--- src/rtl/hwpf_pkg.sv ---
// Shared types and helpers for the hardware prefetch arbiter.
package hwpf_pkg;

  localparam int unsigned HwpfPaddrW    = 40;
  localparam int unsigned HwpfLineBytes = 64;
  localparam int unsigned HwpfLineOff   = $clog2(HwpfLineBytes);
  localparam int unsigned HwpfLineW     = HwpfPaddrW - HwpfLineOff;

  // Cache-line number for the default address geometry.
  typedef logic [HwpfLineW-1:0] hwpf_line_t;

  typedef enum logic [1:0] {
    IDLE,
    ISSUE,
    BACKOFF
  } hwpf_arb_state_e;

  // Strip the byte offset within a line.
  function automatic hwpf_line_t line_of(input logic [HwpfPaddrW-1:0] addr);
    return addr[HwpfPaddrW-1:HwpfLineOff];
  endfunction

endpackage

--- src/rtl/hwpf_line_filter.sv ---
// Small CAM of recently issued cache lines with FIFO replacement.
// A lookup also matches the line being inserted in the same cycle.
module hwpf_line_filter #(
  parameter int unsigned Depth = 4,
  parameter int unsigned LineW = 34
) (
  input  logic             clk_i,
  input  logic             rst_ni,
  input  logic             clear_i,
  input  logic [LineW-1:0] lookup_line_i,
  input  logic             insert_valid_i,
  input  logic [LineW-1:0] insert_line_i,
  output logic             hit_o
);

  localparam int unsigned PtrW = (Depth > 1) ? $clog2(Depth) : 1;

  logic [Depth-1:0] valid_q, valid_d;
  logic [LineW-1:0] line_q [Depth];
  logic [LineW-1:0] line_d [Depth];
  logic [PtrW-1:0]  wr_ptr_q, wr_ptr_d;
  logic [Depth-1:0] match;

  // Hit on any valid entry, or on the line being written this cycle.
  always_comb begin
    match = '0;
    for (int unsigned i = 0; i < Depth; i++) begin
      match[i] = valid_q[i] && (line_q[i] == lookup_line_i);
    end
    hit_o = (|match) || (insert_valid_i && (insert_line_i == lookup_line_i));
  end

  // Next-state: clear wins over insert; insert overwrites the oldest entry.
  always_comb begin
    valid_d  = valid_q;
    line_d   = line_q;
    wr_ptr_d = wr_ptr_q;
    if (clear_i) begin
      valid_d  = '0;
      wr_ptr_d = '0;
    end else if (insert_valid_i) begin
      valid_d[wr_ptr_q] = 1'b1;
      line_d[wr_ptr_q]  = insert_line_i;
      wr_ptr_d = (wr_ptr_q == PtrW'(Depth - 1)) ? '0 : wr_ptr_q + PtrW'(1);
    end
  end

  // Entry storage and write pointer.
  always_ff @(posedge clk_i or negedge rst_ni) begin
    if (!rst_ni) begin
      valid_q  <= '0;
      wr_ptr_q <= '0;
      for (int unsigned i = 0; i < Depth; i++) begin
        line_q[i] <= '0;
      end
    end else begin
      valid_q  <= valid_d;
      wr_ptr_q <= wr_ptr_d;
      line_q   <= line_d;
    end
  end

endmodule

--- src/rtl/hwpf_arbiter.sv ---
// Round-robin arbiter sharing the hpdcache prefetch port among hardware
// prefetchers. Backs off after CPU traffic and drops recently issued lines.
module hwpf_arbiter
  import hwpf_pkg::*;
#(
  parameter int unsigned NUM_REQ        = 2,
  parameter int unsigned PADDR_W        = 40,
  parameter int unsigned LINE_BYTES     = 64,
  parameter int unsigned FILTER_DEPTH   = 4,
  parameter int unsigned BACKOFF_CYCLES = 4,
  localparam int unsigned SrcW          = (NUM_REQ > 1) ? $clog2(NUM_REQ) : 1
) (
  input  logic                       clk_i,
  input  logic                       rst_ni,
  input  logic                       flush_i,
  input  logic                       lock_i,
  input  logic                       cpu_req_valid_i,
  input  logic [NUM_REQ-1:0]         hwpf_req_valid_i,
  output logic [NUM_REQ-1:0]         hwpf_req_ready_o,
  input  logic [NUM_REQ*PADDR_W-1:0] hwpf_req_addr_i,
  output logic                       dcache_req_valid_o,
  input  logic                       dcache_req_ready_i,
  output logic [PADDR_W-1:0]         dcache_req_addr_o,
  output logic [SrcW-1:0]            dcache_req_src_o,
  output logic                       filter_drop_o
);

  localparam int unsigned LineOff = $clog2(LINE_BYTES);
  localparam int unsigned LineW   = PADDR_W - LineOff;
  localparam int unsigned CntW    = (BACKOFF_CYCLES > 0) ? $clog2(BACKOFF_CYCLES + 1) : 1;

  hwpf_arb_state_e    state_q, state_d;
  logic [PADDR_W-1:0] slot_addr_q, slot_addr_d;
  logic [SrcW-1:0]    slot_src_q, slot_src_d;
  logic [SrcW-1:0]    rr_ptr_q, rr_ptr_d;
  logic [CntW-1:0]    bo_cnt_q, bo_cnt_d;
  logic               drop_q, drop_d;

  logic [LineW-1:0]   req_line [NUM_REQ];
  logic [LineW-1:0]   gnt_line;
  logic               gnt_found;
  logic [SrcW-1:0]    gnt_idx;
  logic [SrcW-1:0]    cand_idx;
  int unsigned        cand;
  logic               slot_valid;
  logic               grant_ok;
  logic               handshake;
  logic               issue_accept;
  logic               filter_hit;

  assign slot_valid = (state_q == ISSUE);

  // Line number of each requester's address.
  always_comb begin
    for (int unsigned k = 0; k < NUM_REQ; k++) begin
      req_line[k] = hwpf_req_addr_i[k*PADDR_W + LineOff +: LineW];
    end
  end

  // First valid requester at or after the round-robin pointer.
  always_comb begin
    gnt_found = 1'b0;
    gnt_idx   = '0;
    cand      = 0;
    cand_idx  = '0;
    for (int unsigned i = 0; i < NUM_REQ; i++) begin
      cand = 32'(rr_ptr_q) + i;
      if (cand >= NUM_REQ) cand = cand - NUM_REQ;
      cand_idx = SrcW'(cand);
      if (!gnt_found && hwpf_req_valid_i[cand_idx]) begin
        gnt_found = 1'b1;
        gnt_idx   = cand_idx;
      end
    end
  end

  assign gnt_line = req_line[gnt_idx];

  // A new grant needs room in the slot (empty or draining) and no blocker.
  assign grant_ok = (!slot_valid || dcache_req_ready_i) && !lock_i && !flush_i &&
                    (bo_cnt_q == '0) && !cpu_req_valid_i;
  assign handshake    = grant_ok && gnt_found;
  assign issue_accept = slot_valid && dcache_req_ready_i && !flush_i;

  // One-hot ready to the granted requester.
  always_comb begin
    hwpf_req_ready_o = '0;
    if (handshake) hwpf_req_ready_o[gnt_idx] = 1'b1;
  end

  hwpf_line_filter #(
    .Depth (FILTER_DEPTH),
    .LineW (LineW)
  ) u_filter (
    .clk_i          (clk_i),
    .rst_ni         (rst_ni),
    .clear_i        (flush_i),
    .lookup_line_i  (gnt_line),
    .insert_valid_i (issue_accept),
    .insert_line_i  (slot_addr_q[PADDR_W-1:LineOff]),
    .hit_o          (filter_hit)
  );

  // Next-state for FSM, slot, pointer, backoff counter and drop pulse.
  always_comb begin
    state_d     = state_q;
    slot_addr_d = slot_addr_q;
    slot_src_d  = slot_src_q;
    rr_ptr_d    = rr_ptr_q;
    drop_d      = 1'b0;
    bo_cnt_d    = bo_cnt_q;

    if (flush_i) begin
      bo_cnt_d = '0;
    end else if (cpu_req_valid_i) begin
      bo_cnt_d = CntW'(BACKOFF_CYCLES);
    end else if (bo_cnt_q != '0) begin
      bo_cnt_d = bo_cnt_q - CntW'(1);
    end

    if (handshake) begin
      rr_ptr_d = (gnt_idx == SrcW'(NUM_REQ - 1)) ? '0 : gnt_idx + SrcW'(1);
    end

    if (flush_i) begin
      state_d     = IDLE;
      slot_addr_d = '0;
      slot_src_d  = '0;
    end else if (handshake && !filter_hit) begin
      state_d                        = ISSUE;
      slot_addr_d                    = '0;
      slot_addr_d[PADDR_W-1:LineOff] = gnt_line;
      slot_src_d                     = gnt_idx;
    end else begin
      // A handshake reaching here was a filter hit: consume and report it.
      drop_d = handshake;
      unique case (state_q)
        IDLE:    if (bo_cnt_d != '0) state_d = BACKOFF;
        ISSUE:   if (dcache_req_ready_i) state_d = IDLE;
        BACKOFF: if (bo_cnt_d == '0) state_d = IDLE;
        default: state_d = IDLE;
      endcase
    end
  end

  // State registers.
  always_ff @(posedge clk_i or negedge rst_ni) begin
    if (!rst_ni) begin
      state_q     <= IDLE;
      slot_addr_q <= '0;
      slot_src_q  <= '0;
      rr_ptr_q    <= '0;
      bo_cnt_q    <= '0;
      drop_q      <= 1'b0;
    end else begin
      state_q     <= state_d;
      slot_addr_q <= slot_addr_d;
      slot_src_q  <= slot_src_d;
      rr_ptr_q    <= rr_ptr_d;
      bo_cnt_q    <= bo_cnt_d;
      drop_q      <= drop_d;
    end
  end

  assign dcache_req_valid_o = slot_valid;
  assign dcache_req_addr_o  = slot_addr_q;
  assign dcache_req_src_o   = slot_src_q;
  assign filter_drop_o      = drop_q;

endmodule

--- config.mk ---
export PLATFORM = sky130hd
export DESIGN_NAME = hwpf_arbiter
export DESIGN_NICKNAME = d
export VERILOG_FILES = /design/src/rtl/hwpf_pkg.sv /design/src/rtl/hwpf_line_filter.sv /design/src/rtl/hwpf_arbiter.sv
export SDC_FILE = /design/constraint.sdc
export NUM_CORES = 1
export LEC_CHECK = 0
export ABC_AREA = 1
export BUFFER_PORTS_ARGS = -buffer_cell sky130_fd_sc_hd__buf_2
export CAP_MARGIN = 5
export CELL_PAD_IN_SITES_DETAIL_PLACEMENT = 1
export CELL_PAD_IN_SITES_GLOBAL_PLACEMENT = 1
export CORE_MARGIN = 2
export CORE_UTILIZATION = 30
export CTS_BUF_LIST = sky130_fd_sc_hd__clkbuf_8
export CTS_CLUSTER_SIZE = 12
export DETAILED_ROUTE_END_ITERATION = 12
export PLACE_DENSITY = 0.65
export SETUP_SLACK_MARGIN = 0.3
export SYNTH_ARGS = -nofsm -noshare
export SYNTH_HDL_FRONTEND = slang
export SYNTH_SLANG_ARGS = --single-unit
--- constraint.sdc ---
create_clock -name clk_i -period 3.05 [get_ports clk_i]
set_input_delay 0.61 -clock clk_i [delete_from_list [all_inputs] [get_ports clk_i]]
set_output_delay 0.61 -clock clk_i [all_outputs]
set_load 0.02 [all_outputs]
==> results list, run 1 <==
* Post-synth top area cell: dfrtp_1
- Number of fill cells: 4470
- The tree is rooted in a clkbuf_8.
- Routed Wire Length: around 46 mm
- By count the netlist is led by nand2_1 (578), dfrtp_1 (184), o21ai_0 (182), inv_1 (175), nand3_1 (137).
- Peak per-stage delay on the critical path: 0.39 ns
- At the placement stage, the worst setup path has a slack of -0.03954 ns.
- Post-DP HPWL: 34.39 mm
- The H-tree was split into 4 levels.
- Post-synth ARST share: 100.0%
* Global router's overall resource usage: 23.95%
* TritonCTS clock tree: done
- In this run the cell area of the synthesized design comes to approximately 11000 um^2.
* Largest delay contributor family on the critical path: simple AND/OR/NAND/NOR gates
- First-pass GRT wire length: 67.34 mm
* Setup crit start kind: flip-flop
- Sequential cells were found to cover 42.65% of the synthesized design area.
- Worst min-delay path category: in2async
- Area of combinational cells with multiple inputs: 5359 um^2
* Period utilization: between 80% and 90%
* Gpl congestion: approximately 0.96
- Worst endpoint required time: approximately 3.4 ns
- Chip width: 193.7 um
* DRC violations left: 0
- Max-cap violations: 0
- The critical path is of the reg2reg type.
- Number of max-slew violations in the final report: 0
- For this run the aggregate overflow at the end of global routing stands at 0.
- 0 antenna diodes ended up in the layout.
* TritonCTS Sinks: about 180
* Cell count after synthesis: between 1500 and 2000
- The via count of the first global-routing pass was 10810.
* Total of warnings raised by yosys: 0
- The critical path goes through inv_2 > nand2_4 > nand2_8 > buf_12 > nand2_1 > nand2_1 > nand2_1 > o21ai_0 > nor2_1 > nand2_1 > nor2_1 > nand3_1 > nand2_1 > nor2_4 > nand3_4 > clkbuf_16 > nand3_1 > nand2_1.
- Clock latency reported for the late side of the worst-skew pair: 0.51 ns
- The slowest stage of the critical path belongs to the cell dfrtp_1.
* Number of hold-repair buffers added at the cts stage: 0
* Worst setup margin: 0.3232 ns
* Leading post-synthesis cells by cell area: dfrtp_1 (43%), nand2_1 (20%), o21ai_0 (8.4%)
- Result of the run: complete, no violations
* Vias per cell: a little under 5
- Final setup violation count: 0
- Number of distinct library cells after synthesis: 30
- In this run the count of I/O pins placed on the die edge is between 100 and 150.
* Floorplan row count: slightly below 70
- Worst Clk Skew: 0.03043 ns
* Number of failing hold endpoints at the final stage: 0
* Share of post-route cells with drive strength above 1: between 10% and 20%
* Final Hold Slack: 0.1275 ns
- Area of placed instances: about 12000 um^2
- Unrepaired setup endpoints after global routing: true
- At the end of the flow, the number of nets in the layout was 1797.
- Mean Syn Cell Area: 6.912 um^2
- Total number of vias: 10830
- The most numerous cell type found on the critical path is nand2_1.
- Number of I/O port buffers: 114
* Antenna violations before repair: 0
* Synth-to-layout area growth: 21.20%
- After the first detailed-routing iteration, the DRC count stood at a little over 700.
- The share of synthesized area in the top cell type comes to 42.65%.
- The first TritonRoute pass finished after 5 iterations.
- The worst path in the final design needs a cycle of 2.727 ns, including I/O delays and setup.
- Most frequent cell after synthesis: nand2_1
- STA puts the critical path data arrival time at 3.10 ns.
- Yosys mapped a number of flops with a built-in enable equal to 0.
* Worst ir drop on vdd: 252.3 uV
- Worst-path clk slew: 0.11 ns
* Post-route ant nets: 0
- In this run the tightest slew margin relative to its limit is 42.54%.
* Standby leakage power: 0.006567 uW
* Starting density of the core: 30.43%
- Die outline area: 37520 um^2
- The worst setup path is captured at a flip-flop.
- Derived from the worst setup path, the maximum achievable clock frequency is roughly 0.37 GHz.
* Maximum clock insertion buffer count: 2
* Final core utilization: between 30% and 40%
- Inserted Clock Buffers: 17
- Buf+Inv Stages, Crit Path: 3
* Pwr Density: 441.2 nW/um^2
- After detailed routing, the average wire length per cell comes to 21.14 um.
* Slew at the pin closest to its max-slew limit: 0.8566 ns
* Number of synthesized register bits: between 150 and 200
- The floorplan step set the die height to 193.7 um.
* Layout Cell Area excl Fill: between 10000 and 15000 um^2
- Pin count of the biggest net entering global routing: 73
- Core region area: ~35000 um^2
- Sequential cell area in the final layout: 4604 um^2
* Top fanout value on the critical path: 9
- For this run, the leading register cell type out of synthesis is dfrtp_1.
cells by family after synthesis:
kind of cell / count (synthesis) / share of synthesized area [%]
AOI/OAI and AO/OA: 197 / 9.190
xor gates and xnor gates: 35 / 2.839
adders and majority gates: 6 / 0.6953
buffers and inverters: 248 / 9.456
DFF: 184 / 42.65
other: 1 / 0.03473
and+or+nand+nor: 891 / 35.14
through the flow:
stage          total power, uW  instances  setup TNS, ns
5_1_grt                   6019       2177              0
3_5_place_dp              3910       2134        -0.8373
2_1_floorplan             3263       1567              0
4_1_cts                   5727       2166              0
3_3_place_gp              3885       2134              0
6_report                  5773       2177              0
worst paths after layout:
| check | from | to | slack [ns] | depth (start not counted) |
|---|---|---|---|---|
| min | rst_ni | u_filter.valid_q[2] | 0.13 | 1 |
| min in group clk_i | flush_i | bo_cnt_q[2] | 0.36 | 2 |
| max in group asynchronous | rst_ni | dcache_req_addr_o[12] | 2.12 | 2 |
| max reg2reg | rr_ptr_q | dcache_req_addr_o[14] | 0.32 | 18 |
| max | rr_ptr_q | dcache_req_addr_o[14] | 0.32 | 18 |
| min reg2reg | u_filter.valid_q[0] | u_filter.valid_q[0] | 0.49 | 2 |
worst reg2reg max path, delay by kind of cell, from the launching register on:
kind                   cells  cell delay [ns]
AOI/OAI and AO/OA          1             0.14
and+or+nand+nor           14             1.58
buffers and inverters      3             0.48
DFF                        1             0.39
where the power goes:
group	switching [uW]	internal, uW	total (uW)
combinational	969	460	1430
clock	1080	732	1810
sequential	48.3	2490	2540
timing repair:
action                     in CTS  in global routing
buffers inserted                0                  6
resized for setup              10                 49
setup endpoints to repair      39                 40
pin swaps                       0                  5
cloned                          0                  5
registers in the layout, summed over array words and instances, names as in the netlist:
name	cells
u_filter.line_q	136
dcache_req_addr_o	34
u_filter.valid_q	4
bo_cnt_q	3
state_q	2
u_filter.wr_ptr_q	2
dcache_req_src_o	1
filter_drop_o	1
rr_ptr_q	1
layout by cell type, fill, tap and decap left out, types with 3 or more instances in the layout:
cell type	instances
nand2_1	552
dfrtp_1	184
o21ai_0	178
inv_1	171
nand3_1	135
buf_2	111
nor2_1	81
buf_4	44
nand4_1	41
nand2_2	32
nand3b_1	22
xor2_1	20
clkbuf_8	20
buf_12	20
xnor2_1	13
o21ai_1	9
inv_2	9
nor2_2	7
nor3_1	6
conb_1	6
inv_6	6
nor2_4	5
a21oi_1	5
ha_1	5
clkbuf_16	5
inv_8	4
buf_6	3
metal layers:
metal	wire, um	part of all wire, %	vias up	global-route usage [%]
li1	-	-	5211	-
met1	21430	47	5326	32.42
met2	21480	47	247	39.47
met3	2079	4.5	46	4.070
met4	1032	2.2	0	6.559
met5	0	0	-	0
cell type report:
| type | count | share of cell area [%] |
|---|---|---|
| clock inverters | 13 | 1.109 |
| flip-flops and latches | 184 | 35.19 |
| well taps | 461 | 4.408 |
| multi-input cells | 1135 | 40.95 |
| repair buffers | 184 | 11.15 |
| clock buffers | 19 | 1.998 |
| inverters | 181 | 5.192 |
No activity file was read; power rests on OpenSTA's default activity.
==> inputs of run 2 (changes only) <==
--- a/config.mk
+++ b/config.mk
@@ -16,7 +16,9 @@
 export CTS_CLUSTER_SIZE = 12
 export DETAILED_ROUTE_END_ITERATION = 12
-export PLACE_DENSITY = 0.65
+export MAX_ROUTING_LAYER = met4
+export PLACE_DENSITY = 0.64
 export SETUP_SLACK_MARGIN = 0.3
 export SYNTH_ARGS = -nofsm -noshare
 export SYNTH_HDL_FRONTEND = slang
+export SYNTH_HIERARCHICAL = 1
 export SYNTH_SLANG_ARGS = --single-unit
==> constraint.sdc (replaced) <==
create_clock -name clk_i -period 3.05 [get_ports clk_i]
set_input_delay 0.305 -clock clk_i [delete_from_list [all_inputs] [get_ports clk_i]]
set_output_delay 0.305 -clock clk_i [all_outputs]
set_load 0.02 [all_outputs]
==> run 2 against run 1 <==
Against the previous run: power is 5.0% higher; sequential share of layout area is 0.92 points lower; non-clock buffer count is 40 higher; maximum frequency is 13% lower; combinational power is 25% higher; critical endpoint is now dcache_req_addr_o[16]; sequential power hardly changed; register-to-register slack worse by 0.40 ns; cell count is 5.2% lower; worst hold slack worse by 0.021 ns; synthesized cell count is 9.5% lower; area after synthesis is 4.5% lower; global-route usage is 0.21 points higher; the flow now finishes with violations (setup timing); highest routed layer unchanged.
==> results list, run 2 <==
* Top library cells by usage in the layout, fill and taps aside: nand2_1 (469), dfrtp_1 (184), o21ai_0 (130) (was nand2_1 (552), dfrtp_1 (184), o21ai_0 (178))
* Worst ir drop on vdd: 234.4 uV (was 252.3 uV)
- Number of I/O port buffers: 114 (unchanged)
- Slew at the pin closest to its max-slew limit: 0.8813 ns (was 0.8566 ns)
- Post-synth ARST share: 100.0% (unchanged)
* Setup crit start kind: flip-flop (unchanged)
* Max Fclk: 0.3194 GHz (was 0.3667 GHz)
- The layout net count came to 1697 (was 1797).
* Synth-to-layout area growth: 30.28% (was 21.20%)
- The cell chosen for the clock root is clkbuf_8 (unchanged).
- The CTS tree was done (unchanged).
- The routed length per placed instance came to 20.89 um (was 21.14 um).
- The area share of the leading cell type in the synthesized netlist is 44.64% (was 42.65%).
- The endpoint arrival time on the critical path came to 3.52 ns (was 3.10 ns).
- Standby leakage power: 0.006560 uW (was 0.006567 uW)
- Routed Wire Length: 43.12 mm (was 46.02 mm)
* Number of failing hold endpoints at the final stage: 0 (unchanged)
- The register with the highest flop count is u_filter/line_q (was u_filter.line_q).
* Clock latency reported for the late side of the worst-skew pair: 0.50 ns (was 0.51 ns)
- Result of the run: finished with violations (was complete, no violations).
* Total Power Consumption: 6065 uW (was 5773 uW)
- The clock skew was 0.02157 ns (was 0.03043 ns).
- Unrepaired setup endpoints after global routing: true (unchanged).
- The sequential fraction of the synthesis area was 44.64% (was 42.65%).
* Total number of vias: 9957 (was 10830)
* Floorplan row count: 67 (was 69)
- The wire length on met1 was 19.60 mm (was 21.43 mm).
- The most used flip-flop cell after synthesis was dfrtp_1 (unchanged).
* Leading post-synthesis cells by cell area: dfrtp_1 (45%), nand2_1 (19%), o21ai_0 (8.2%) (was dfrtp_1 (43%), nand2_1 (20%), o21ai_0 (8.4%))
* Pin count of the biggest net entering global routing: 70 (was 73)
- The flip-flop and latch count after synthesis is 184 (unchanged).
- Area of combinational cells with multiple inputs: 5205 um^2 (was 5359 um^2)
- Post-route ant nets: 0 (unchanged)
- Most frequent standard cell in the layout excluding fill and tap cells: nand2_1 (unchanged)
- Drt initial violations: 589 (was 704)
* Total of warnings raised by yosys: 6 (was 0)
- Setup Slack @ Placement: -0.1408 ns (was -0.03954 ns)
- Number of distinct library cells after synthesis: 34 (was 30)
- Total global routing overflow: 0 (unchanged)
- Mean Syn Cell Area: 7.294 um^2 (was 6.912 um^2)
- Number of fill cells: 4188 (was 4470)
- Vias per cell: 4.824 (was 4.975)
* Failing checks: setup timing
- The flip-flop count of the largest register after layout is 136 (unchanged).
- The count of unresolved DRC violations after routing was 0 (unchanged).
* Worst-path clk slew: 0.11 ns (about the same)
- Antenna violations before repair: 1 (was 0)
- First-pass GRT wire length: 62.17 mm (was 67.34 mm)
- The cell count after synthesis came to 1414 (was 1562).
- Post-synth top area cell: dfrtp_1 (unchanged)
- The floorplan die area came to 35880 um^2 (was 37520 um^2).
- The global-route usage over all layers is 24.16% (was 23.95%).
* Number of I/O pins: 133 (unchanged)
- The cell area after layout was 13440 um^2 (was 13090 um^2).
* Number of synthesized flops with an enable pin: 0 (unchanged)
- The max-cap check violation count came to 0 (unchanged).
- The relative max-transition margin came to 41.25% (was 42.54%).
* Sequential cell area in the final layout: 4604 um^2 (unchanged)
- Gpl congestion: 0.8763 (was 0.9620)
* Core region area: 33700 um^2 (was 35480 um^2)
- Amount of wire on met2 after detailed routing: 20.63 mm (was 21.48 mm)
- The type of the worst setup path was reg2reg (unchanged).
* Chip width: 189.4 um (was 193.7 um)
- Most numerous cell types in the synthesized netlist: nand2_1 (513), dfrtp_1 (184), o21ai_0 (170), inv_1 (164), nor2_1 (103) (was nand2_1 (578), dfrtp_1 (184), o21ai_0 (182), inv_1 (175), nand3_1 (137))
* Met3 layer wire length in the routed design: 1.910 mm (was 2.079 mm)
* Post-DP HPWL: 28.60 mm (was 34.39 mm)
- Number of global-route vias before repair: 10130 (was 10810)
- Worst endpoint required time: 3.43 ns (was 3.42 ns)
- The maximum level of the CTS H-tree came to 4 (unchanged).
- Most frequent cell after synthesis: nand2_1 (unchanged)
- Final setup violation count: 37 (was 0)
- The endpoint kind of the worst setup timing path is a flip-flop (unchanged).
* Pwr Density: 451.4 nW/um^2 (was 441.2 nW/um^2)
* Top layer used by detailed routing: met4 (unchanged)
- The classification of the worst-slack hold path is in2reg (was in2async).
- Inserted Clock Buffers: 17 (unchanged)
- The cell area after placement came to 11710 um^2 (was 12320 um^2).
* Post-route minimum period: 3.131 ns (was 2.727 ns)
- The minimum setup slack in the final design is -0.08103 ns (was 0.3232 ns).
- The biggest fanout along the worst timing path is 7 (was 9).
- Starting density of the core: 30.60% (was 30.43%)
* Total standard cell area after synthesis: 10310 um^2 (was 10800 um^2)
- The final number of max-transition violations came to 0 (unchanged).
- DIE HEIGHT: 189.4 um (was 193.7 um)
- The number of iterations in the first detailed-routing pass is 8 (was 5).
- Period utilization: 102.7% (was 89.40%)
- The maximum number of buffers from clock root to sink was 2 (unchanged).
- The proportion of layout cells with a drive suffix above 1 came to 29.47% (was 16.43%).
- TritonCTS Sinks: 184 (unchanged)
- Final Hold Slack: 0.1060 ns (was 0.1275 ns)
[run 2: cells by family after synthesis]
group	count (synthesis)	share of synthesized area (%)
other cells	1	0.03636
fa+ha+maj	6	0.7279
simple gates	699	27.57
compound gates	237	12.43
xor+xnor	51	4.331
buf+inv	236	10.25
flops	184	44.64
[run 2: metal layers]
| metal | up-vias | global-route usage [%] |
|---|---|---|
| met5 | - | - |
| met4 | 0 | 6.202 |
| met3 | 42 | 4.801 |
| met2 | 236 | 38.62 |
| met1 | 4962 | 31.42 |
| li1 | 4717 | - |
[run 2: metrics by stage]
step | util (%) | instances | setup TNS [ns]
6_report | 39.87 | 2064 | -1.931
3_3_place_gp | 34.76 | 1989 | -2.824
3_5_place_dp | 34.76 | 1989 | -3.674
2_1_floorplan | - | 1419 | 0
5_1_grt | 39.87 | 2064 | -8.403
4_1_cts | 38.02 | 2048 | -0.01171
[run 2: repair_timing]
action,4_1_cts,5_1_grt
endpoints found under the hold margin,47,0
pin swaps,15,25
setup buffers,17,8
gates cloned,9,7
resized for setup,131,147
hold buffers,2,0
setup endpoints to repair,38,38
[run 2: final cells by class]
| type | count | share of cell area (%) |
|---|---|---|
| multi-input combinational | 999 | 38.74 |
| sequential | 184 | 34.27 |
| timing repair buffer | 224 | 14.47 |
| inverter | 177 | 5.438 |
| tap | 448 | 4.172 |
| clock buffer | 19 | 1.946 |
| clock inverter | 12 | 0.9498 |
| antenna | 1 | 0.01862 |
[run 2: final timing paths]
| kind | to | depth (start not counted) | slack [ns] | from |
|---|---|---|---|---|
| max | dcache_req_addr_o[16] | 25 | -0.08 | rr_ptr_q |
| min | filter_drop_o | 4 | 0.11 | lock_i |
| max reg2reg | dcache_req_addr_o[16] | 25 | -0.08 | rr_ptr_q |
| min reg2reg | u_filter/line_q[19] | 2 | 0.50 | u_filter/line_q[19] |
| max in group asynchronous | u_filter/line_q[71] | 3 | 1.89 | rst_ni |
| min in group asynchronous | u_filter/line_q[109] | 2 | 0.33 | rst_ni |
[run 2: report_power, final]
group	switching [uW]	total [uW]	internal, uW
registers	55.5	2540	2480
logic	1050	1790	734
clock network	978	1740	763
total	2090	6060	3980
[run 2: worst max-delay path, cell delays in order, from the launching register on]
cell and delay [ns]:
dfrtp_1 0.42, o21ai_4 0.15, buf_12 0.18, buf_12 0.13
buf_16 0.15, buf_12 0.11, nand2_1 0.04, and2_4 0.17
inv_4 0.06, buf_4 0.12, nand2_1 0.06, nand2_2 0.09
nor2_1 0.06, nand2_1 0.08, nor2_2 0.05, nand3_1 0.07
nor2_1 0.05, nor2_1 0.12, nand3_2 0.18, inv_4 0.13
nand2_8 0.06, nand2_4 0.09, clkinv_8 0.11, buf_12 0.17
nand2_1 0.06, o21ai_0 0.09
==> inputs of run 3 (changes only) <==
==> constraint.sdc (replaced) <==
create_clock -name clk_i -period 3.05 [get_ports clk_i]
set_input_delay 0.305 -clock clk_i [delete_from_list [all_inputs] [get_ports clk_i]]
set_output_delay 0.305 -clock clk_i [all_outputs]
set_load 0.1 [all_outputs]
==> run 3 against run 2 <==
Against the previous run: the flow still finishes with violations (setup timing); power about the same; utilization decreased by 0.18 points; critical path depth shrank 2; die area stayed put; setup slack lost 0.073 ns; first-iteration DRC count rose by 18%; design area is 0.46% lower; global-route usage is 0.27 points higher; critical endpoint is now state_q[1]; highest routed layer unchanged.
==> results list, run 3 (same netlist as run 2, synthesis figures left out) <==
- Result of the run: finished with violations (unchanged)
- Failing checks: setup timing (unchanged)
- The maximum level of the CTS H-tree is 4 (unchanged).
- The number of iterations in the first detailed-routing pass came to 5 (was 8).
- The most common cell after layout, fill and taps aside is nand2_1 (unchanged).
- Worst ir drop on vdd: 276.0 uV (was 234.4 uV)
- The routed length per placed instance came to 21.05 um (was 20.89 um).
- The starting DRC count in detailed routing is 695 (was 589).
- The core region area was 33700 um^2 (unchanged).
* Number of I/O port buffers: 114 (unchanged)
- DRC violations left: 0 (unchanged)
* Gpl congestion: 0.8598 (was 0.8763)
- Period utilization: 105.0% (was 102.7%)
* Die outline area: 35880 um^2 (unchanged)
* Total number of vias: 9940 (was 9957)
- Layout Cell Area excl Fill: 13380 um^2 (was 13440 um^2)
- Slew at the pin closest to its max-slew limit: 0.8703 ns (was 0.8813 ns)
* Share of total power consumed by net switching: 36.29% (was 34.40%)
- The CTS tree is done (unchanged).
- Worst min-delay path category: in2reg (unchanged)
* Top library cells by usage in the layout, fill and taps aside: nand2_1 (456), dfrtp_1 (184), o21ai_0 (123) (was nand2_1 (469), dfrtp_1 (184), o21ai_0 (130))
- Number of failing hold endpoints at the final stage: 0 (unchanged)
- The aggregate global routing overflow was 0 (unchanged).
- Worst-path clk slew: 0.08 ns (was 0.11 ns)
- The wire length of the first global-routing pass came to 62.49 mm (was 62.17 mm).
- Hold Path Cell Cnt: 4 (unchanged)
* Routed Wire Length: 43.52 mm (was 43.12 mm)
* Inserted Clock Buffers: 17 (unchanged)
- Final setup violation count: 37 (unchanged)
- The proportion of layout cells with a drive suffix above 1 is 29.95% (was 29.47%).
- The flip-flop count of the largest register after layout is 136 (unchanged).
* Crit end category: flip-flop (unchanged)
- Worst endpoint required time: 3.42 ns (was 3.43 ns)
- Most flop-heavy register: u_filter/line_q (unchanged)
- Post-route minimum period: 3.204 ns (was 3.131 ns)
* Global router's overall resource usage: 24.44% (was 24.16%)
- The type of the worst setup path is reg2reg (unchanged).
- The number of sinks driven by the clock tree was 184 (unchanged).
* Maximum clock insertion buffer count: 2 (unchanged)
* Number of fill cells: 4175 (was 4188)
- Antenna violations before repair: 3 (was 1)
* Normalized max-slew margin: 41.98% (was 41.25%)
* Arrival time reported for the critical path endpoint: 3.57 ns (was 3.52 ns)
- The number of cell instances on the worst register-to-register path was 23 (was 25).
- Internal power consumption: 3861 uW (was 3979 uW)
- Setup crit start kind: flip-flop (unchanged)
- The final number of max-transition violations came to 0 (unchanged).
* Worst Clk Skew: 0.02064 ns (was 0.02157 ns)
* Clock root buffer: clkbuf_8 (unchanged)
* Top fanout value on the critical path: 7 (unchanged)
- Worst setup margin: -0.1540 ns (was -0.08103 ns)
* Placed cell count: 1988 (was 1989)
* Number of nets in the layout: 1700 (was 1697)
- NetSw: 2200 uW (was 2086 uW)
* Relative contribution of combinational cells to total power: 32.4% (was 29.5%)
- Post-route ant nets: 0 (unchanged)
- The total leakage power came to 0.006505 uW (was 0.006560 uW).
* DIE HEIGHT: 189.4 um (unchanged)
- The via count of the first global-routing pass came to 10260 (was 10130).
- Pwr Density: 453.1 nW/um^2 (was 451.4 nW/um^2)
- The worst slack at placement was -0.1557 ns (was -0.1408 ns).
- The worst hold slack was 0.1613 ns (was 0.1060 ns).
- The maximum number of pins on one net before global-route repair is 84 (was 70).
* Number of cells in the finished layout apart from fillers: 2067 (was 2064)
* Area of placed instances: 11720 um^2 (was 11710 um^2)
- Clk network pwr share: 25.8% (was 28.7%)
- Clock latency reported for the late side of the worst-skew pair: 0.49 ns (was 0.50 ns)
- The area overhead of the layout relative to synthesis was 29.69% (was 30.28%).
- Share of power burned in registers: 41.9% (was 41.8%)
- The die boundary width came to 189.4 um (unchanged).
* Max-cap violations: 0 (unchanged)
- The maximum clock frequency is 0.3121 GHz (was 0.3194 GHz).
- The total number of placement rows was 67 (unchanged).
- The boundary pin count came to 133 (unchanged).
- The detailed-route vias per instance is 4.809 (was 4.824).
- The initial standard-cell utilization of the core was 30.60% (unchanged).
- Post-DP HPWL: 28.54 mm (was 28.60 mm)
- Unrepaired setup endpoints after global routing: true (unchanged)
[run 3: changes by cell type in the layout (fill, tap and decap cells not counted), moves of 3 or more]
cell and delta:
inv_2 +3, buf_6 +5, nand2_4 -3, clkinvlp_4 -3, o21ai_2 -6, o21ai_0 -7, nand2_2 +17, nand2_1 -13
o21ai_1 +13, inv_1 -4, buf_12 +3
[run 3: what timing repair did]
item | 4_1_cts | 5_1_grt
gates cloned | 8 | 6
hold buffers | 2 | 0
hold endpoints to repair | 82 | 0
endpoints found under the setup margin | 38 | 39
buffers inserted | 27 | 4
resized for setup | 194 | 111
pin swaps | 23 | 20
[run 3: layout make-up]
type / instances / area (um^2) / area share (%)
Clock buffer: 18 / 247.7 / 1.852
Multi-Input combinational cell: 999 / 5157 / 38.56
Antenna cell: 3 / 7.507 / 0.05613
Sequential cell: 184 / 4604 / 34.42
Tap cell: 448 / 560.5 / 4.191
Timing Repair Buffer: 227 / 1978 / 14.79
Inverter: 177 / 730.7 / 5.463
Clock inverter: 11 / 88.84 / 0.6642
[run 3: per-layer routing]
layer / part of all wire [%] / global-route usage [%] / up-vias / wire (um)
li1: - / - / 4722 / -
met1: 44 / 30.95 / 4893 / 19330
met2: 47 / 39.07 / 264 / 20520
met3: 5.1 / 4.671 / 61 / 2201
met4: 3.4 / 8.617 / 0 / 1469
met5: 0 / - / - / 0
[run 3: final timing paths]
kind	from	end	slack, ns
setup / recovery	rr_ptr_q	state_q[1]	-0.15
hold / removal	cpu_req_valid_i	bo_cnt_q[0]	0.16
setup reg to reg	rr_ptr_q	state_q[1]	-0.15
hold reg to reg	u_filter/line_q[32]	u_filter/line_q[32]	0.50
max in group asynchronous	rst_ni	u_filter/line_q[93]	1.76
min in group asynchronous	rst_ni	u_filter/line_q[114]	0.44
[run 3: critical path, cell delays in order, from the launching register on]
cell and delay [ns]:
dfrtp_1 0.41, o21ai_4 0.22, buf_8 0.18, buf_12 0.11
buf_16 0.13, nand2_1 0.06, and2_4 0.16, inv_2 0.10
buf_4 0.13, xor2_1 0.30, nor2_1 0.08, nand2_1 0.08
nor2_1 0.06, nand2_1 0.09, nor2_1 0.05, nand2_1 0.06
nand3_2 0.14, inv_2 0.12, nand2_4 0.06, nand2_4 0.10
clkinv_8 0.11, clkbuf_16 0.20, nand3_2 0.06, nand2_1 0.05
[run 3: power by group through the flow]
stage	clock, uW	sequential (uW)	combinational (uW)
after floorplan	0	2710	701
after global placement	0	2580	1450
after detailed placement	0	2580	1470
after CTS	1620	2530	1860
after global routing	1700	2550	2090
final	1560	2540	1960
[run 3: stage by stage]
step           total power (uW)  util (%)  TNS [ns]
6_report                   6061     39.69    -4.238
5_1_grt                    6338     39.69    -7.851
4_1_cts                    6010     38.35         0
3_5_place_dp               4051     34.78    -4.887
3_3_place_gp               4027     34.78    -2.853
2_1_floorplan              3412         -         0
